## src/rtl/matmul_pkg.sv

```systemverilog
// Shared widths, dispatcher state encoding and 2x2 operand/result packing helpers
// for the matrix-multiplier dispatcher.
package matmul_pkg;

    localparam int ELEM_W     = 4;
    localparam int RES_ELEM_W = 8;
    localparam int OPND_W     = 4 * ELEM_W;
    localparam int RES_W      = 4 * RES_ELEM_W;

    typedef enum logic [1:0] {
        IDLE  = 2'd0,
        ISSUE = 2'd1,
        WAIT  = 2'd2,
        HOLD  = 2'd3
    } dispatch_state_t;

    // Row-major packing: element 00 occupies the most significant slot.
    typedef struct packed {
        logic [ELEM_W-1:0] e00;
        logic [ELEM_W-1:0] e01;
        logic [ELEM_W-1:0] e10;
        logic [ELEM_W-1:0] e11;
    } opnd_t;

    typedef struct packed {
        logic [RES_ELEM_W-1:0] e00;
        logic [RES_ELEM_W-1:0] e01;
        logic [RES_ELEM_W-1:0] e10;
        logic [RES_ELEM_W-1:0] e11;
    } res_t;

    typedef struct packed {
        opnd_t a;
        opnd_t b;
    } op_pair_t;

    function automatic opnd_t pack_opnd(input logic [ELEM_W-1:0] e00,
                                        input logic [ELEM_W-1:0] e01,
                                        input logic [ELEM_W-1:0] e10,
                                        input logic [ELEM_W-1:0] e11);
        opnd_t m;
        m.e00 = e00;
        m.e01 = e01;
        m.e10 = e10;
        m.e11 = e11;
        return m;
    endfunction

    function automatic logic [ELEM_W-1:0] opnd_elem(input opnd_t m, input logic [1:0] idx);
        logic [ELEM_W-1:0] e;
        e = m.e00;
        case (idx)
            2'd1:    e = m.e01;
            2'd2:    e = m.e10;
            2'd3:    e = m.e11;
            default: e = m.e00;
        endcase
        return e;
    endfunction

    function automatic res_t pack_res(input logic [RES_ELEM_W-1:0] e00,
                                      input logic [RES_ELEM_W-1:0] e01,
                                      input logic [RES_ELEM_W-1:0] e10,
                                      input logic [RES_ELEM_W-1:0] e11);
        res_t r;
        r.e00 = e00;
        r.e01 = e01;
        r.e10 = e10;
        r.e11 = e11;
        return r;
    endfunction

    function automatic logic [RES_ELEM_W-1:0] res_elem(input res_t r, input logic [1:0] idx);
        logic [RES_ELEM_W-1:0] e;
        e = r.e00;
        case (idx)
            2'd1:    e = r.e01;
            2'd2:    e = r.e10;
            2'd3:    e = r.e11;
            default: e = r.e00;
        endcase
        return e;
    endfunction

endpackage

```

## src/rtl/matmul_op_fifo.sv

```systemverilog
// Operand-pair FIFO: DEPTH entries of W bits, head visible combinationally.
// Push ignored when full, pop ignored when empty; count is the registered occupancy.
module matmul_op_fifo #(
    parameter int DEPTH = 4,
    parameter int W     = 32
) (
    input  logic                     clk,
    input  logic                     reset,
    input  logic                     push,
    input  logic [W-1:0]             push_dat,
    input  logic                     pop,
    output logic [W-1:0]             head_dat,
    output logic                     full,
    output logic                     empty,
    output logic [$clog2(DEPTH):0]   count
);

    localparam int AW = $clog2(DEPTH);
    localparam logic [AW:0] FULL_OCC = (AW + 1)'(DEPTH);

    logic [W-1:0]  mem [DEPTH];
    logic [AW-1:0] wr_ptr;
    logic [AW-1:0] rd_ptr;
    logic [AW:0]   occ;
    logic          do_push;
    logic          do_pop;

    assign full     = (occ == FULL_OCC);
    assign empty    = (occ == '0);
    assign count    = occ;
    assign head_dat = mem[rd_ptr];
    assign do_push  = push && !full;
    assign do_pop   = pop && !empty;

    // DEPTH is a power of two, so pointers wrap naturally.
    always_ff @(posedge clk or negedge reset) begin
        if (!reset) begin
            wr_ptr <= '0;
            rd_ptr <= '0;
            occ    <= '0;
        end else begin
            if (do_push) begin
                wr_ptr <= wr_ptr + AW'(1);
            end
            if (do_pop) begin
                rd_ptr <= rd_ptr + AW'(1);
            end
            case ({do_push, do_pop})
                2'b10:   occ <= occ + (AW + 1)'(1);
                2'b01:   occ <= occ - (AW + 1)'(1);
                default: occ <= occ;
            endcase
        end
    end

    always_ff @(posedge clk) begin
        if (do_push) begin
            mem[wr_ptr] <= push_dat;
        end
    end

endmodule

```

## src/rtl/matmul_dispatcher.sv

```systemverilog
// Queues 2x2 operand pairs and runs the multiplier start/done handshake one op at a time,
// returning results in push order on a valid/ready stream; a hung multiplier is bounded by TIMEOUT.
module matmul_dispatcher
    import matmul_pkg::*;
#(
    parameter int DEPTH   = 4,
    parameter int TIMEOUT = 64
) (
    input  logic                     clk,
    input  logic                     reset,
    input  logic                     in_valid,
    output logic                     in_ready,
    input  logic [OPND_W-1:0]        in_a,
    input  logic [OPND_W-1:0]        in_b,
    output logic [OPND_W-1:0]        mm_a,
    output logic [OPND_W-1:0]        mm_b,
    output logic                     mm_start,
    input  logic                     mm_done,
    input  logic [RES_W-1:0]         mm_c,
    output logic                     out_valid,
    input  logic                     out_ready,
    output logic [RES_W-1:0]         out_c,
    output logic                     out_err,
    output logic                     busy,
    output logic [$clog2(DEPTH):0]   count
);

    localparam int TW = $clog2(TIMEOUT + 1);
    localparam logic [TW-1:0] TMO_LAST = TW'(TIMEOUT - 1);

    dispatch_state_t state;
    op_pair_t        push_pair;
    op_pair_t        head_pair;
    logic            fifo_full;
    logic            fifo_empty;
    logic            fifo_pop;
    logic            done_prev;
    logic            done_rise;
    logic [TW-1:0]   tmo_cnt;

    assign push_pair = {in_a, in_b};
    assign in_ready  = !fifo_full;
    assign fifo_pop  = (state == IDLE) && !fifo_empty;
    assign done_rise = mm_done && !done_prev;
    assign out_valid = (state == HOLD);
    assign busy      = (state != IDLE) || !fifo_empty;

    matmul_op_fifo #(
        .DEPTH (DEPTH),
        .W     ($bits(op_pair_t))
    ) u_fifo (
        .clk      (clk),
        .reset    (reset),
        .push     (in_valid),
        .push_dat (push_pair),
        .pop      (fifo_pop),
        .head_dat (head_pair),
        .full     (fifo_full),
        .empty    (fifo_empty),
        .count    (count)
    );

    // mm_start is registered: it is high in the first WAIT cycle, so the multiplier
    // samples it one edge after ISSUE and the first counted WAIT edge follows.
    always_ff @(posedge clk or negedge reset) begin
        if (!reset) begin
            state     <= IDLE;
            mm_a      <= '0;
            mm_b      <= '0;
            mm_start  <= 1'b0;
            out_c     <= '0;
            out_err   <= 1'b0;
            tmo_cnt   <= '0;
            done_prev <= 1'b0;
        end else begin
            done_prev <= mm_done;
            mm_start  <= 1'b0;
            case (state)
                IDLE: begin
                    if (!fifo_empty) begin
                        mm_a  <= head_pair.a;
                        mm_b  <= head_pair.b;
                        state <= ISSUE;
                    end
                end
                ISSUE: begin
                    mm_start <= 1'b1;
                    tmo_cnt  <= '0;
                    state    <= WAIT;
                end
                WAIT: begin
                    // Only a fresh 0->1 transition completes; a level left high is ignored.
                    if (done_rise) begin
                        out_c   <= mm_c;
                        out_err <= 1'b0;
                        state   <= HOLD;
                    end else if (tmo_cnt == TMO_LAST) begin
                        out_c   <= '0;
                        out_err <= 1'b1;
                        state   <= HOLD;
                    end else begin
                        tmo_cnt <= tmo_cnt + TW'(1);
                    end
                end
                HOLD: begin
                    if (out_ready) begin
                        state <= IDLE;
                    end
                end
                default: state <= IDLE;
            endcase
        end
    end

endmodule

```

## config.mk

```make
export PLATFORM = sky130hd
export DESIGN_NAME = matmul_dispatcher
export DESIGN_NICKNAME = d
export VERILOG_FILES = /design/src/rtl/matmul_pkg.sv /design/src/rtl/matmul_op_fifo.sv /design/src/rtl/matmul_dispatcher.sv
export SDC_FILE = /design/constraint.sdc
export NUM_CORES = 1
export LEC_CHECK = 0
export BUFFER_PORTS_ARGS = -buffer_cell sky130_fd_sc_hd__buf_2
export CAP_MARGIN = 20
export CELL_PAD_IN_SITES_DETAIL_PLACEMENT = 0
export CELL_PAD_IN_SITES_GLOBAL_PLACEMENT = 1
export CORE_UTILIZATION = 46
export CTS_CLUSTER_DIAMETER = 200
export DETAILED_ROUTE_END_ITERATION = 6
export GPL_ROUTABILITY_DRIVEN = 0
export PLACE_DENSITY_LB_ADDON = 0.3
export SLEW_MARGIN = 20
export SYNTH_ARGS = -nofsm -noshare
export SYNTH_HDL_FRONTEND = slang
export SYNTH_SLANG_ARGS = --single-unit
```

## constraint.sdc

```tcl
create_clock -name clk -period 3.3 [get_ports clk]
set_input_delay 0.66 -clock clk [delete_from_list [all_inputs] [get_ports clk]]
set_output_delay 0.66 -clock clk [all_outputs]
set_load 0.02 [all_outputs]
```

==> results of run 1 <==
[where the power goes]
| part | total, mW | switching [mW] | internal, mW |
|---|---|---|---|
| sequential | 4.11 | 0.474 | 3.63 |
| combinational | 2.97 | 1.80 | 1.18 |
| clock | 2.35 | 0.958 | 1.39 |
[layout make-up]
type | instances | area (um2) | share of cell area (%)
inverters | 12 | 45.0 | 0.458
clock inverters | 10 | 81.3 | 0.828
clock buffers | 30 | 621 | 6.32
repair buffers | 146 | 764 | 7.78
flip-flops and latches | 211 | 5920 | 60.3
multi-input cells | 295 | 2110 | 21.5
well taps | 225 | 282 | 2.87
[Yosys cell counts (2+ instances only)]
cell	number
xnor2_1	5
nor3_1	2
buf_4	3
o21ai_0	35
and3_1	4
dfrtp_1	83
mux2_2	2
buf_2	5
edfxtp_1	128
ha_1	11
clkbuf_1	16
inv_1	11
nand2_1	166
nand3_1	4
nor2_1	8
mux4_2	32
[worst max-delay path, delay by kind of cell, from the launching register on]
kind,cells,cell delay (ps)
AND/OR/NAND/NOR,1,480
flip-flops,1,410
buffers and inverters,2,300
adder cells (fa/ha/maj),1,220
[state kept, by name (all words and copies together) (netlist names), 2 cells and up]
name	flops
mm_a	16
u_fifo.mem	128
mm_b	16
u_fifo.count	3
state	2
tmo_cnt	7
u_fifo.rd_ptr	2
u_fifo.wr_ptr	2
out_c	32
[per-stage QoR]
stage / util, % / power (mW) / cells / hold WS (ps) / setup WS (ps)
2_1_floorplan: - / 6.13 / 542 / 364 / 886
3_5_place_dp: 52.7 / 7.19 / 889 / 457 / 1170
5_1_grt: 56.8 / 10.0 / 929 / 275 / 627
4_1_cts: 56.8 / 9.58 / 929 / 282 / 696
6_report: 56.8 / 9.43 / 929 / 206 / 724
3_3_place_gp: 52.7 / 7.08 / 889 / 453 / 1200
[per-layer routing]
metal / vias up / part of all wire, %
li1: 2230 / -
met1: 2351 / 41
met2: 164 / 51
met3: 28 / 6.5
met4: 4 / 1.6
met5: - / 0.17
[kinds of logic (layout without fill, tap and decap cells)]
kind of cell | count (synthesis) | in the layout
flops | 211 | 211
simple gates | 193 | 193
compound gates | 49 | 49
buf+inv | 36 | 198
mux | 35 | 35
fa+ha+maj | 12 | 12
xor+xnor | 6 | 6
[how the worst max path moves through the flow]
| stage | startpoint | end | slack [ps] |
|---|---|---|---|
| after floorplan | u_fifo.count[1] | u_fifo.count[2] | 890 |
| after global placement | mm_done | out_c[26] | 1200 |
| after detailed placement | mm_done | out_c[4] | 1170 |
| after CTS | state[0] | busy | 700 |
| after global routing | state[0] | busy | 630 |
| final | state[0] | busy | 720 |
==> flow_summary.yaml, run 1 <==
outcome:
  status: "completed"
yosys:
  ys_ff_latch: 211
  synth_fp_nets: 623
  synth_flop_cell: "edfxtp_1"
  netlist_area_um2: 8160
  synthTopCellsByArea: "edfxtp_1, dfrtp_1, mux4_2"
  synthMuxAreaShare_pct: 9.24
  synth-adder-area-share_pct: 1.93
  synth_cell_types: 43
  synth_xor_area_share_pct: 0.644
  synth_top_family_by_area: "simple AND/OR/NAND/NOR gates"
  syn_area_per_cell_um2: 15.1
  synth.largest_area_cell: "edfxtp_1"
  synth_edf_count: 128
  synth_warnings: 0
  synth-simple-area-share_pct: 9.92
  synthesis.instances: 542
  synth-compound-area-share_pct: 3.88
  seq_area_frac_synth_pct: 72.5
  async_flop_share_pct: 39.3
  yosysTopAreaCellShare_pct: 47.1
clock_network:
  htreeDepth: 1
  clkTransAtPathRegs_ps: 60
  cts_buffer_depth: 3
  cts-root-buf: "clkbuf_16"
  post_cts_buffers: 0
  cts_sinks: 211
  cts_tree: "yes"
  cts-buffers-inserted: 22
  clk_latency_ps: 500
  cts-resized-gates: 0
  cts_hold_buf: 0
setup_path:
  slowest_delay_ps: 480
  crit_arrival_ps: 1920
  crit_slowest_cell: "or4b_4"
  worstSetupPathType: "reg2out"
  start_kind: "register"
  r2r-end: "tmo_cnt[3]"
  cp_max_fo: 4
  rr_worst_depth: 6
  end_kind: "output pin"
  worstPathCellList: "inv_1 -> ha_1 -> or4b_4 -> buf_2"
  r2r_setup_slack_ps: 1160
  cp.required_ps: 2640
  r2r_start: "state[0]"
timing:
  tightest_slew_ps: 903
  skew_ps: 16.0
  fin_crit_sh_pct: 78.1
  maxSlewViolCount: 0
  hold_viol: 0
  setup_tns_ps: 0
  period_needed_ps: 2580
  rsz0062_at_grt: "false"
  setup_viol_count_final: 0
  relSlewSlack_pct: 39.8
  max_freq_mhz: 388
final_layout:
  nFillCells: 1432
  area_growth_pct: 20.4
  layout.nets: 769
  stdcell_area_um2: 9830
  drive_gt1_share_pct: 32.7
  insertedDiodeCount: 0
  layout_commonest_cell: "nand2_1"
  mostFrequentLayoutCells: "nand2_1, buf_2, edfxtp_1"
floorplanning:
  io-pin-count: 141
  die_width_um: 135
  start_util_pct: 47.2
  core_region_area_um2: 17300
  rows: 48
  die_area_um2: 18300
  die_y_um: 135
route:
  drcViolationCount: 0
  drtPass1Iterations: 5
  vias_per_cell: 5.14
  drt_iter0_drc: 229
  routedWlPerCell_um: 17.6
  vias: 4777
  routed_wl_um: 16300
  antenna_left: 0
global_route:
  grt_overflow: 0
  grt_busiest_layer: "met2"
  grt_first_pass_wirelength_um: 26000
  antenna_found_initial: 2
  grt_max_degree: 79
  met3_usage_pct: 3.74
  grt_usage_pct: 18.5
  met2_usage_pct: 32.3
  grt_pass1_vias: 4941
  grt_use_met1_pct: 23.6
flow_run:
  drv_cap: 0
power_and_ir_drop:
  p_per_area_nw_per_um2: 960
  p_leak_nw: 4.10
  vdd_drop_max_mv: 0.477
hold_path:
  holdCritPathClass: "in2async"
place:
  io_buffers: 140
  dpl.hpwl_um: 9950
  dpl_cell_area_um2: 9120
No activity file was read; power rests on OpenSTA's default activity.
==> run 2, diff against run 1 <==
- ABC_AREA: default -> 1
- CORE_UTILIZATION: 46 -> 44
- clock period: 3.3 -> 2.6 ns (I/O delays scaled with it)
==> run 2 against run 1 <==
Effect of this change: cell area rose by 3.7%; cell count rose by 27%; non-clock buffer count rose by 9; global-route usage fell by 0.34 points; synthesized area rose by 3.4%; sequential cell count did not move; count of clock-buffer cells in the layout fell by 3; combinational power rose by 56%; highest routed layer unchanged.
==> flow_summary.yaml, run 2 <==
timing:
  hold_viol: 0
  period_needed_ps: 2080
  setup_tns_ps: 0
  maxSlewViolCount: 0
  max_freq_mhz: 481
  setup_viol_count_final: 0
  whs_ps: 93.9
  skew_ps: 8.64
  fin_crit_sh_pct: 79.9
  tightest_slew_ps: 741
  relSlewSlack_pct: 50.6
  rsz0062_at_grt: "false"
clock_network:
  clkTransAtPathRegs_ps: 60
  cts-buffers-inserted: 22
  cts-resized-gates: 0
  clk_latency_ps: 500
  cts_hold_buf: 0
  cts_sinks: 211
  cts-root-buf: "clkbuf_16"
  cts_buffer_depth: 3
  cts_tree: "yes"
  post_cts_buffers: 0
  htreeDepth: 1
yosys:
  ys_ff_latch: 211
  yosysTopAreaCellShare_pct: 45.5
  synth_cell_types: 26
  synthTopCellsByCount: "nand2_1, nor2_1, edfxtp_1"
  synth_fp_nets: 863
  synth_flop_cell: "edfxtp_1"
  yosysMostFrequentCell: "nand2_1"
  netlist_area_um2: 8440
  syn_area_per_cell_um2: 10.8
  async_flop_share_pct: 39.3
  synth_edf_count: 128
  synthTopCellsByArea: "edfxtp_1, dfrtp_1, nand2_1"
  synth_warnings: 0
  synth.largest_area_cell: "edfxtp_1"
  synthesis.instances: 782
  seq_area_frac_synth_pct: 70.2
outcome:
  status: "completed"
final_layout:
  utilization_pct: 54.3
  largest_reg_flops: 128
  area_growth_pct: 20.7
  layout_commonest_cell: "nand2_1"
  drive_gt1_share_pct: 22.5
  insertedDiodeCount: 0
  final_cells: 1178
  largest-register: "u_fifo.mem"
  mostFrequentLayoutCells: "nand2_1, buf_2, nor2_1"
  largestRegisters: "u_fifo.mem: 128 flops, out_c: 32 flops"
  stdcell_area_um2: 10200
  layout.nets: 1009
route:
  routed_wl_um: 17300
  drt_iter0_drc: 352
  routedWlPerCell_um: 14.7
  antenna_left: 0
  drtPass1Iterations: 4
  vias_per_cell: 4.75
  vias: 5594
  drcViolationCount: 0
place:
  placed_cells: 1138
  dpl.hpwl_um: 10300
  dpl_cell_area_um2: 9410
  io_buffers: 140
setup_path:
  start_kind: "register"
  crit_arrival_ps: 1560
  rr_worst_depth: 9
  worstSetupPathType: "reg2out"
  cp.required_ps: 2080
  cp_max_fo: 4
  end_kind: "output pin"
floorplanning:
  die_width_um: 140
  core_region_area_um2: 18800
  io-pin-count: 141
  die_area_um2: 19700
  rows: 50
  die_y_um: 140
  start_util_pct: 45.0
global_route:
  antenna_found_initial: 1
  grt_max_degree: 66
  grt_usage_pct: 18.2
  grt_overflow: 0
  grt_first_pass_wirelength_um: 27900
  grt_pass1_vias: 5380
power_and_ir_drop:
  p_leak_nw: 4.65
  p_per_area_nw_per_um2: 1270
  vdd_drop_max_mv: 0.711
hold_path:
  holdCritPathClass: "in2async"
flow_run:
  drv_cap: 0
-- run 2: cell count changes in the layout (fill, tap and decap cells not counted), sizes merged, moves of 3 or more --
cell,previous run,this run
a21oi,0,4
and3,4,0
buf,146,155
bufinv,1,4
clkbuf,30,27
inv,12,26
mux4,32,0
nand2,166,264
nand3,4,17
nor2,8,140
o21ai,36,66
xnor2,5,1
-- run 2: cell families after synthesis --
group | count (synthesis) | share of synthesized area [%]
compound gates | 70 | 4.15
buf+inv | 58 | 3.40
fa+ha+maj | 12 | 1.87
xor+xnor | 4 | 0.415
flops | 211 | 70.2
mux | 1 | 0.133
simple gates | 426 | 19.9
-- run 2: path summary, 6_finish.rpt --
kind,slack [ps],to,startpoint
min in group clk,150,done_prev,mm_done
max in group asynchronous,1890,mm_b[12],reset
worst max-delay path,520,busy,state[0]
worst max register to register,640,u_fifo.count[2],state[0]
worst min-delay path,90,out_c[6],reset
worst min register to register,460,out_c[16],out_c[16]
-- run 2: routing by layer --
metal / vias up / track usage, % / wire, um
li1: 2844 / - / -
met1: 2591 / 24.2 / 7890
met2: 125 / 30.6 / 8250
met3: 32 / 3.11 / 788
met4: 2 / 5.61 / 386
met5: - / 0 / 8
-- run 2: layout make-up --
class	count	area, um2
fillers	1664	8580
flip-flops and latches	211	5920
multi-input cells	513	2260
repair buffers	155	841
clock buffers	27	601
well taps	234	293
clock inverters	13	173
inverters	25	93.8
-- run 2: where the power goes --
part	internal (mW)	total [mW]	leakage, nW	switching [mW]
Sequential	4.63	5.04	2.20	0.404
Clock	2.05	3.28	0.378	1.24
Combinational	1.47	4.63	2.06	3.16
Total	8.15	13.0	4.65	4.80
-- run 2: critical path: stages (launching register included) --
cell and delay (ps):
dfrtp_1 410, inv_1 110, ha_1 200, nand3_1 150, buf_2 200
-- run 2: through the flow --
step           power (mW)  setup slack (ps)
2_1_floorplan        8.32              -222
3_3_place_gp         9.74               671
3_5_place_dp         9.82               656
4_1_cts              13.2               472
5_1_grt              13.9               437
6_report             13.0               523
